==> src/rtl/decode_pkg.sv <==
// Shared types for the decode-to-execute stage: control bundle, ALU op codes,
// stage state enum and the bubble counter width.
package decode_pkg;

    typedef struct packed {
        logic       wb_en;
        logic       mem_r_en;
        logic       mem_w_en;
        logic       mem_to_reg;
        logic       alu_reg_dest;
        logic       is_branch;
        logic       is_immediate;
        logic [1:0] alu_op;
        logic [5:0] funct;
    } ctrl_t;

    localparam logic [1:0] ALU_OP_ADD   = 2'b00;
    localparam logic [1:0] ALU_OP_SUB   = 2'b01;
    localparam logic [1:0] ALU_OP_FUNCT = 2'b10;
    localparam logic [1:0] ALU_OP_BR    = 2'b11;

    typedef enum logic {D_RUN, D_BUBBLE} dstate_t;

    localparam ctrl_t CTRL_NOP = '0;

    // Wide enough for up to 3 bubbles per load-use hazard.
    localparam int BUB_CNT_W = 2;

endpackage

==> src/rtl/decode_hazard_unit.sv <==
// Load-use hazard detection between the held instruction (a load) and the
// incoming one. Register 0 never produces a hazard.
module decode_hazard_unit #(
    parameter int REG_IDX_W = 5
) (
    input  logic                 in_valid,
    input  logic [REG_IDX_W-1:0] in_rega,
    input  logic [REG_IDX_W-1:0] in_regb,
    input  logic                 in_is_immediate,
    input  logic                 out_valid,
    input  logic [REG_IDX_W-1:0] out_regd,
    input  logic                 out_mem_r_en,
    output logic                 hazard
);

    logic load_held;
    logic match_a;
    logic match_b;

    // regb only matters when the instruction really reads it (not an immediate form).
    assign load_held = in_valid & out_valid & out_mem_r_en & (out_regd != '0);
    assign match_a   = (out_regd == in_rega);
    assign match_b   = (out_regd == in_regb) & ~in_is_immediate;
    assign hazard    = load_held & (match_a | match_b);

endmodule

==> src/rtl/decode_pipe_stage.sv <==
// Decode-to-execute pipeline slot with valid/ready handshake and load-use bubbles.
// Optional writeback bypass on capture: define DECODE_WB_BYPASS_EN.
module decode_pipe_stage
    import decode_pkg::*;
#(
    parameter int XLEN             = 32,
    parameter int REG_IDX_W        = 5,
    parameter int IMM_W            = 16,
    parameter int LOAD_USE_BUBBLES = 1
) (
    input  logic                 clk,
    input  logic                 reset,
    input  logic                 flush,
    input  logic                 in_valid,
    output logic                 in_ready,
    input  logic [XLEN-1:0]      in_pc,
    input  logic [XLEN-1:0]      in_rega_data,
    input  logic [XLEN-1:0]      in_regb_data,
    input  logic [IMM_W-1:0]     in_imm,
    input  logic [REG_IDX_W-1:0] in_rega,
    input  logic [REG_IDX_W-1:0] in_regb,
    input  logic [REG_IDX_W-1:0] in_regd,
    input  ctrl_t                in_ctrl,
    output logic                 out_valid,
    input  logic                 out_ready,
    output logic [XLEN-1:0]      out_pc,
    output logic [XLEN-1:0]      out_rega_data,
    output logic [XLEN-1:0]      out_regb_data,
    output logic [XLEN-1:0]      out_imm,
    output logic [REG_IDX_W-1:0] out_rega,
    output logic [REG_IDX_W-1:0] out_regb,
    output logic [REG_IDX_W-1:0] out_regd,
    output ctrl_t                out_ctrl,
    output logic                 hazard_stall,
    input  logic                 wb_en,
    input  logic [REG_IDX_W-1:0] wb_regd,
    input  logic [XLEN-1:0]      wb_data
);

    localparam logic [BUB_CNT_W-1:0] BUB_RELOAD = BUB_CNT_W'(LOAD_USE_BUBBLES - 1);
    localparam logic [BUB_CNT_W-1:0] BUB_ONE    = BUB_CNT_W'(1);

    dstate_t               state;
    logic [BUB_CNT_W-1:0]  bub_cnt;
    logic                  hazard;
    logic                  adv;
    logic                  accept;
    logic [XLEN-1:0]       rega_cap;
    logic [XLEN-1:0]       regb_cap;
    logic [XLEN-1:0]       imm_ext;

    decode_hazard_unit #(
        .REG_IDX_W (REG_IDX_W)
    ) u_hazard (
        .in_valid        (in_valid),
        .in_rega         (in_rega),
        .in_regb         (in_regb),
        .in_is_immediate (in_ctrl.is_immediate),
        .out_valid       (out_valid),
        .out_regd        (out_regd),
        .out_mem_r_en    (out_ctrl.mem_r_en),
        .hazard          (hazard)
    );

    assign adv          = ~out_valid | out_ready;
    assign in_ready     = reset & (state == D_RUN) & ~hazard & adv & ~flush;
    assign accept       = in_valid & in_ready;
    assign hazard_stall = ((state == D_RUN) & hazard) | (state == D_BUBBLE);
    assign imm_ext      = {{(XLEN-IMM_W){in_imm[IMM_W-1]}}, in_imm};

`ifdef DECODE_WB_BYPASS_EN
    always_comb begin
        rega_cap = in_rega_data;
        regb_cap = in_regb_data;
        if (wb_en && (wb_regd != '0) && (wb_regd == in_rega)) rega_cap = wb_data;
        if (wb_en && (wb_regd != '0) && (wb_regd == in_regb)) regb_cap = wb_data;
    end
`else
    logic unused_wb;
    assign unused_wb = ^{wb_en, wb_regd, wb_data};
    assign rega_cap  = in_rega_data;
    assign regb_cap  = in_regb_data;
`endif

    // The first bubble is the slot cleared when the load leaves; BUBBLE holds
    // for the remaining LOAD_USE_BUBBLES-1 cycles.
    always_ff @(posedge clk) begin
        if (!reset || flush) begin
            state         <= D_RUN;
            bub_cnt       <= '0;
            out_valid     <= 1'b0;
            out_pc        <= '0;
            out_rega_data <= '0;
            out_regb_data <= '0;
            out_imm       <= '0;
            out_rega      <= '0;
            out_regb      <= '0;
            out_regd      <= '0;
            out_ctrl      <= CTRL_NOP;
        end else begin
            unique case (state)
                D_RUN: begin
                    if (hazard) begin
                        if (out_ready) begin
                            out_valid <= 1'b0;
                            out_ctrl  <= CTRL_NOP;
                            bub_cnt   <= BUB_RELOAD;
                            if (BUB_RELOAD != '0) state <= D_BUBBLE;
                        end
                    end else if (accept) begin
                        out_valid     <= 1'b1;
                        out_pc        <= in_pc;
                        out_rega_data <= rega_cap;
                        out_regb_data <= regb_cap;
                        out_imm       <= imm_ext;
                        out_rega      <= in_rega;
                        out_regb      <= in_regb;
                        out_regd      <= in_regd;
                        out_ctrl      <= in_ctrl;
                    end else if (out_ready) begin
                        out_valid <= 1'b0;
                    end
                end
                D_BUBBLE: begin
                    out_valid <= 1'b0;
                    if (bub_cnt <= BUB_ONE) begin
                        bub_cnt <= '0;
                        state   <= D_RUN;
                    end else begin
                        bub_cnt <= bub_cnt - BUB_ONE;
                    end
                end
                default: state <= D_RUN;
            endcase
        end
    end

endmodule

==> config.mk <==
export PLATFORM = sky130hd
export DESIGN_NAME = decode_pipe_stage
export DESIGN_NICKNAME = d
export VERILOG_FILES = /design/src/rtl/decode_pkg.sv /design/src/rtl/decode_hazard_unit.sv /design/src/rtl/decode_pipe_stage.sv
export SDC_FILE = /design/constraint.sdc
export NUM_CORES = 1
export LEC_CHECK = 0
export CAP_MARGIN = 25
export CORE_MARGIN = 3
export CORE_UTILIZATION = 35
export DETAILED_ROUTE_END_ITERATION = 12
export MAX_ROUTING_LAYER = met4
export PLACE_DENSITY = 0.87
export SYNTH_ARGS = -nofsm -noshare
export SYNTH_HDL_FRONTEND = slang
export SYNTH_SLANG_ARGS = --single-unit
==> constraint.sdc <==
create_clock -name clk -period 1.65 [get_ports clk]
set_input_delay 0.33 -clock clk [delete_from_list [all_inputs] [get_ports clk]]
set_output_delay 0.33 -clock clk [all_outputs]
set_load 0.05 [all_outputs]
==> results of run 1 <==
## cell usage in the layout, fill, tap and decap left out, types with 10 or more instances in the layout
cell type,n
nand2_1,128
mux2i_1,127
a31o_4,10
inv_1,143
buf_6,10
buf_4,170
buf_12,29
dfxtp_1,140
clkbuf_16,19
buf_16,13
a211oi_1,15
clkdlybuf4s50_1,142
## registers in the layout, indices dropped and copies added (netlist names), 2 cells and up
signal / cells
out_imm: 16
out_regb_data: 32
out_pc: 32
out_regd: 5
out_rega: 5
bub_cnt: 2
out_rega_data: 32
out_ctrl: 15
out_regb: 5
## metal layers
layer,track usage,share of wire,up-vias
li1,-,-,2729
met1,0.224,0.40,2591
met5,-,0,-
met2,0.343,0.51,187
met4,0.0582,0.016,0
met3,0.0541,0.073,21
## power by group
| part | internal, W | switching, W |
|---|---|---|
| logic | 0.000911 | 0.000985 |
| clock network | 0.00233 | 0.00157 |
| registers | 0.00366 | 0.0000802 |
| total | 0.00690 | 0.00263 |
## kinds of logic (layout without fill, tap and decap cells)
kind of cell,Yosys count,after routing,synth area share
AND/OR/NAND/NOR,143,143,0.0932
AO/OA/AOI/OAI,37,37,0.0539
buffers and inverters,196,554,0.147
flip-flops,146,146,0.480
XOR/XNOR,10,10,0.0144
multiplexers,128,128,0.211
## worst paths after layout
check / from / to / depth (start not counted)
worst min-delay path: in_regb[1] / out_regb[1]$_SDFFE_PP0P_ / 3
worst max-delay path: out_regd[1]$_SDFFE_PP0P_ / in_ready / 6
worst min register to register: out_rega_data[3]$_SDFFE_PP0P_ / out_rega_data[3]$_SDFFE_PP0P_ / 2
worst max register to register: out_regd[1]$_SDFFE_PP0P_ / out_regb_data[20]$_SDFFE_PP0P_ / 9
## final cells by class
type                            instances  share of cell area
Timing Repair Buffer                  379               0.374
Tap cell                              220              0.0254
Multi-Input combinational cell        318               0.225
Clock inverter                         13              0.0135
Clock buffer                           19              0.0417
Sequential cell                       146               0.271
Inverter                              143              0.0495
## worst reg2reg max path: stages (launching register included)
cell and delay, ps:
dfxtp_4 360, xnor2_2 130, nand4_1 210, o32ai_4 410
buf_4 210, a21o_4 200, buf_12 200, buf_12 120
buf_16 120, mux2i_1 190
## metrics by stage
stage	setup slack, ps	power [W]
after detailed placement	-987	0.00554
after floorplan	-280	0.00477
final	-588	0.00954
after CTS	-582	0.00963
after global placement	-825	0.00551
after global routing	-669	0.00989
## what timing repair did
action	in CTS	in global routing
setup buffers	13	3
pin swaps	10	2
gates resized for setup	42	4
cloned	14	2
hold endpoints to repair	0	0
endpoints found under the setup margin	147	147
==> results.md, run 1 <==
* Finished Cell Area at 10800 sq um
* Hold Violations, Final at 0
* Hold Slack at 374 ps
* Final core utilization at 0.645
* Most common cell in the netlist: dfxtp_1
* Worst Path Arrival at 1910 ps
* Skew final at 13.0 ps
* Area grow syn2layout at 78.3%
* Hold Path Class: in -> reg
* Max Cap Viol at 0
* Worst Max-Slew Pin Slew at 316 ps
* Wirelength per Cell at 15.6 um
* Vias per std cell at 4.47
* Antenna-violating nets left at 0
* Worst-path maximum fanout at 2
* Final period util at 1.36
* Failing checks: setup timing
* Yosys warning count at 0
* Synth Net Count at 845
* Root buf cell: clkbuf_16
* Worst reg-to-reg setup slack at -550 ps
* Die height at 138 um
* Max-slew headroom at 0.788
* Cell Area, Synth at 6080 sq um
* FP Rows at 47
* # H-tree levels at 4
* Io pins at 346
* Inserted Clock Buffers at 17
* Clk sink count at 146
* RePlAce Congestion at 0.784
* PwrDens at 879 nW/um^2
* Final wirelength at 19300 um
* Drt pass-1 iters at 4
* CP cell instances: xnor2_2 -> nand4_1 -> o32ai_4 -> nand2_4 -> and3_4 -> buf_8
* CP Class: reg -> out
* Clk pin slew, worst setup/hold paths at 60 ps
* Skew-Pair Late Insertion Delay at 410 ps
* Worst Slack Setup Final at -588 ps
* Net count reported at finish at 1190
* CP Capture Type: primary output
* Crit path max-delay cell type: o32ai_4
* VDD IR-drop max at 0.669 mV
* Post-synthesis cell type count at 29
* Top post-synthesis cells by area: dfxtp_1, mux2i_1, inv_1
* Most used DFF post-synth: dfxtp_1
* Area of the multi-input gates at 2440 sq um
* GRT overflow at 0
* Crit path launch type: register
* Placed Cells at 1176
* N_diodes at 0
* Dpl hpwl at 13800 um
* Seq/Total Area, Yosys at 0.480
* Post-synth EDFFs at 0
* Worst EP required at 1320 ps
* Minimum clock period at 2240 ps
* Vias in the first global route at 5593
* Core region area at 16800 sq um
* Share of the synthesized area in the top cell type at 0.480
* Setup TNS Final at -69860 ps
* Slowest cell delay on critical path at 410 ps
* Largest net degree at the start of global routing at 67
* Syn_area_per_cell at 9.22 sq um
* Status: finished with violations
* Leading area contributor after synthesis: dfxtp_1
* Initial DRC Count at 159
* # DRC at 0
* Filler cell count at 1303
* I/O Buffers at 307
* Clock Path Buffers at 2
* Flops & latches, synth at 146
* CTS Hold Bufs at 0
* Share of post-route cells with drive strength above 1 at 0.297
* Chip width at 138 um
* Setup violators final at 147
* Commonest cells post-synth: dfxtp_1, inv_1, nand2_1
* Unrepaired setup endpoints after global routing: true
* DP Area at 9500 sq um
* Sequential Area at 2940 sq um
* Slew Viols, Final at 0
* Initial core utilization at 0.362
* Ys async rst share at 0
* Via count at 5528
* Worst path bufs/invs at 1
* Synth Instances at 660
* First-pass GRT wire length at 28500 um
* CP delay by family, top: simple AND/OR/NAND/NOR gates
* Non-filler cells, final at 1238
* GRT Total Usage at 0.198
* Initial antenna violation count at 0
* Die area at 19000 sq um
* CTS tree: built
* Lkg Pwr at 5.86 nW
* Peak Freq at 447 MHz
No activity file was read; power rests on OpenSTA's default activity.
==> inputs of run 2 (changes only) <==
- SETUP_SLACK_MARGIN: not set -> 0.05
==> results.md, run 2 (same netlist as run 1, synthesis figures left out) <==
* # DRC at 0 (unchanged)
* Cell Int Power at 0.00688 W (was 0.00690 W)
* Skew final at 8.74 ps (was 13.0 ps)
* Io pins at 346 (unchanged)
* Vias in the first global route at 5737 (was 5593)
* VDD IR-drop max at 0.639 mV (was 0.669 mV)
* Via count at 5642 (was 5528)
* Worst reg2reg path depth at 11 (was 9)
* Crit path launch type: register (unchanged)
* Largest net degree at the start of global routing at 69 (was 67)
* RePlAce Congestion at 0.777 (was 0.784)
* Inserted Clock Buffers at 17 (unchanged)
* Wirelength per Cell at 16.0 um (was 15.6 um)
* Chip width at 138 um (unchanged)
* Switching part of the total power at 0.276 (about the same)
* Initial DRC Count at 139 (was 159)
* First-pass GRT wire length at 29500 um (was 28500 um)
* Share of post-route cells with drive strength above 1 at 0.313 (was 0.297)
* CP Capture Type: primary output (unchanged)
* Biggest regs: out_pc (32), out_rega_data (32), out_regb_data (32) (unchanged)
* Hold Violations, Final at 0 (unchanged)
* Non-filler cells, final at 1249 (was 1238)
* Crit path max-delay cell type: dfxtp_4 (was o32ai_4)
* Vias per std cell at 4.52 (was 4.47)
* Skew-Pair Late Insertion Delay at 410 ps (about the same)
* Hold Path Class: in -> reg (unchanged)
* FP Rows at 47 (unchanged)
* Final wirelength at 20000 um (was 19300 um)
* Psw at 0.00263 W (about the same)
* Setup violators final at 147 (unchanged)
* Max-slew headroom at 0.673 (was 0.788)
* Drt pass-1 iters at 4 (unchanged)
* Hold Crit Depth at 3 (unchanged)
* CP cell instances: xnor2_2 -> nand4_1 -> o32ai_4 -> buf_6 -> nand2_4 -> and3_4 -> buf_8 (was xnor2_2 -> nand4_1 -> o32ai_4 -> nand2_4 -> and3_4 -> buf_8)
* Logic pwr share at 0.204 (was 0.199)
* Minimum clock period at 2180 ps (was 2240 ps)
* Clk sink count at 146 (unchanged)
* Worst EP required at 1320 ps (about the same)
* Initial antenna violation count at 0 (unchanged)
* # H-tree levels at 4 (unchanged)
* GRT Total Usage at 0.206 (was 0.198)
* I/O Buffers at 307 (unchanged)
* Sequential share of power at 0.393 (was 0.392)
* Root buf cell: clkbuf_16 (unchanged)
* Slew Viols, Final at 0 (unchanged)
* CP Class: reg -> out (unchanged)
* Placed Cells at 1187 (was 1176)
* Worst Max-Slew Pin Slew at 487 ps (was 316 ps)
* Status: finished with violations (unchanged)
* Commonest non-fill, non-tap cells in the layout: buf_4, inv_1, clkdlybuf4s50_1 (unchanged)
* Clk pin slew, worst setup/hold paths at 60 ps (about the same)
* Hold Slack at 396 ps (was 374 ps)
* GRT overflow at 0 (unchanged)
* Clock power frac at 0.403 (was 0.409)
* Worst-path maximum fanout at 2 (unchanged)
* Die area at 19000 sq um (unchanged)
* Antenna-violating nets left at 0 (unchanged)
* Max Cap Viol at 0 (unchanged)
* Failing checks: setup timing (unchanged)
* Initial core utilization at 0.362 (unchanged)
* CTS tree: built (unchanged)
* Finished Cell Area at 11000 sq um (was 10800 sq um)
* Net count reported at finish at 1201 (was 1190)
* Unrepaired setup endpoints after global routing: true (unchanged)
* Worst Slack Setup Final at -534 ps (was -588 ps)
* Commonest non-fill, non-tap cell in the layout: buf_4 (unchanged)
* CTS Hold Bufs at 0 (unchanged)
* Final period util at 1.32 (was 1.36)
* Slowest cell delay on critical path at 350 ps (was 410 ps)
* Die height at 138 um (unchanged)
* Worst Path Arrival at 1850 ps (was 1910 ps)
* Area grow syn2layout at 81.0% (was 78.3%)
* Clock Path Buffers at 2 (unchanged)
* Core region area at 16800 sq um (unchanged)
* N_diodes at 0 (unchanged)
* DP Area at 9640 sq um (was 9500 sq um)
* Lkg Pwr at 5.90 nW (was 5.86 nW)
* PwrDens at 864 nW/um^2 (was 879 nW/um^2)
* Peak Freq at 458 MHz (was 447 MHz)
* Dpl hpwl at 14100 um (was 13800 um)
run 2: changes by cell type in the layout (fill, tap and decap cells not counted), moves of 2 or more:
cell / before / now
a31o_2: 5 / 0
buf_6: 10 / 15
xnor2_2: 4 / 8
buf_16: 13 / 6
inv_6: 5 / 2
buf_12: 29 / 42
buf_8: 4 / 12
xnor2_1: 5 / 1
clkinv_4: 1 / 3
bufbuf_16: 5 / 0
buf_4: 170 / 167
a31o_4: 10 / 15
clkinv_2: 1 / 3
clkinvlp_4: 3 / 1
run 2: worst paths after layout:
check,startpoint,endpoint,slack (ps)
max,out_regd[3]$_SDFFE_PP0P_,in_ready,-530
min,in_regb[4],out_regb[4]$_SDFFE_PP0P_,400
max reg2reg,out_regd[1]$_SDFFE_PP0P_,out_ctrl[9]$_SDFFE_PP0P_,-440
min reg2reg,out_regb_data[13]$_SDFFE_PP0P_,out_regb_data[13]$_SDFFE_PP0P_,460
run 2: layout make-up:
type,instances,area (sq um)
clock inverters,10,96.3
inverters,143,537
fillers,1250,5810
well taps,220,275
clock buffers,22,495
multi-input cells,318,2550
flip-flops and latches,146,2940
repair buffers,390,4120
run 2: repair_timing:
item | 4_1_cts | 5_1_grt
pin swaps | 12 | 11
gates cloned | 11 | 1
endpoints found under the hold margin | 0 | 0
endpoints found under the setup margin | 147 | 164
setup buffers | 19 | 9
resized for setup | 66 | 29
run 2: layer usage:
layer,share of wire,track usage,up-vias
met4,0.024,0.0724,0
met2,0.51,0.366,229
met5,0,-,-
met1,0.38,0.219,2624
met3,0.077,0.0584,35
li1,-,-,2754
run 2: power groups by stage:
stage / logic [W] / registers [W] / clock network [W]
final: 0.00194 / 0.00374 / 0.00383
after global routing: 0.00203 / 0.00376 / 0.00405
after CTS: 0.00194 / 0.00374 / 0.00390
after detailed placement: 0.00176 / 0.00381 / 0
after global placement: 0.00174 / 0.00381 / 0
after floorplan: 0.000490 / 0.00428 / 0
run 2: worst max-delay path: cells and delay by family (launching register included):
kind                   cells  cell delay (ps)
flip-flops                 1              350
AO/OA/AOI/OAI              1              290
XOR/XNOR                   1              130
AND/OR/NAND/NOR            3              380
buffers and inverters      2              290
run 2: metrics by stage:
step	setup slack, ps	TNS (ps)	total power, W	utilization
final	-534	-52990	0.00951	0.655
after global routing	-603	-62420	0.00983	0.655
after CTS	-575	-55940	0.00957	0.653
after detailed placement	-821	-104630	0.00557	0.573
after global placement	-806	-100990	0.00555	0.573
after floorplan	-280	-16120	0.00477	-
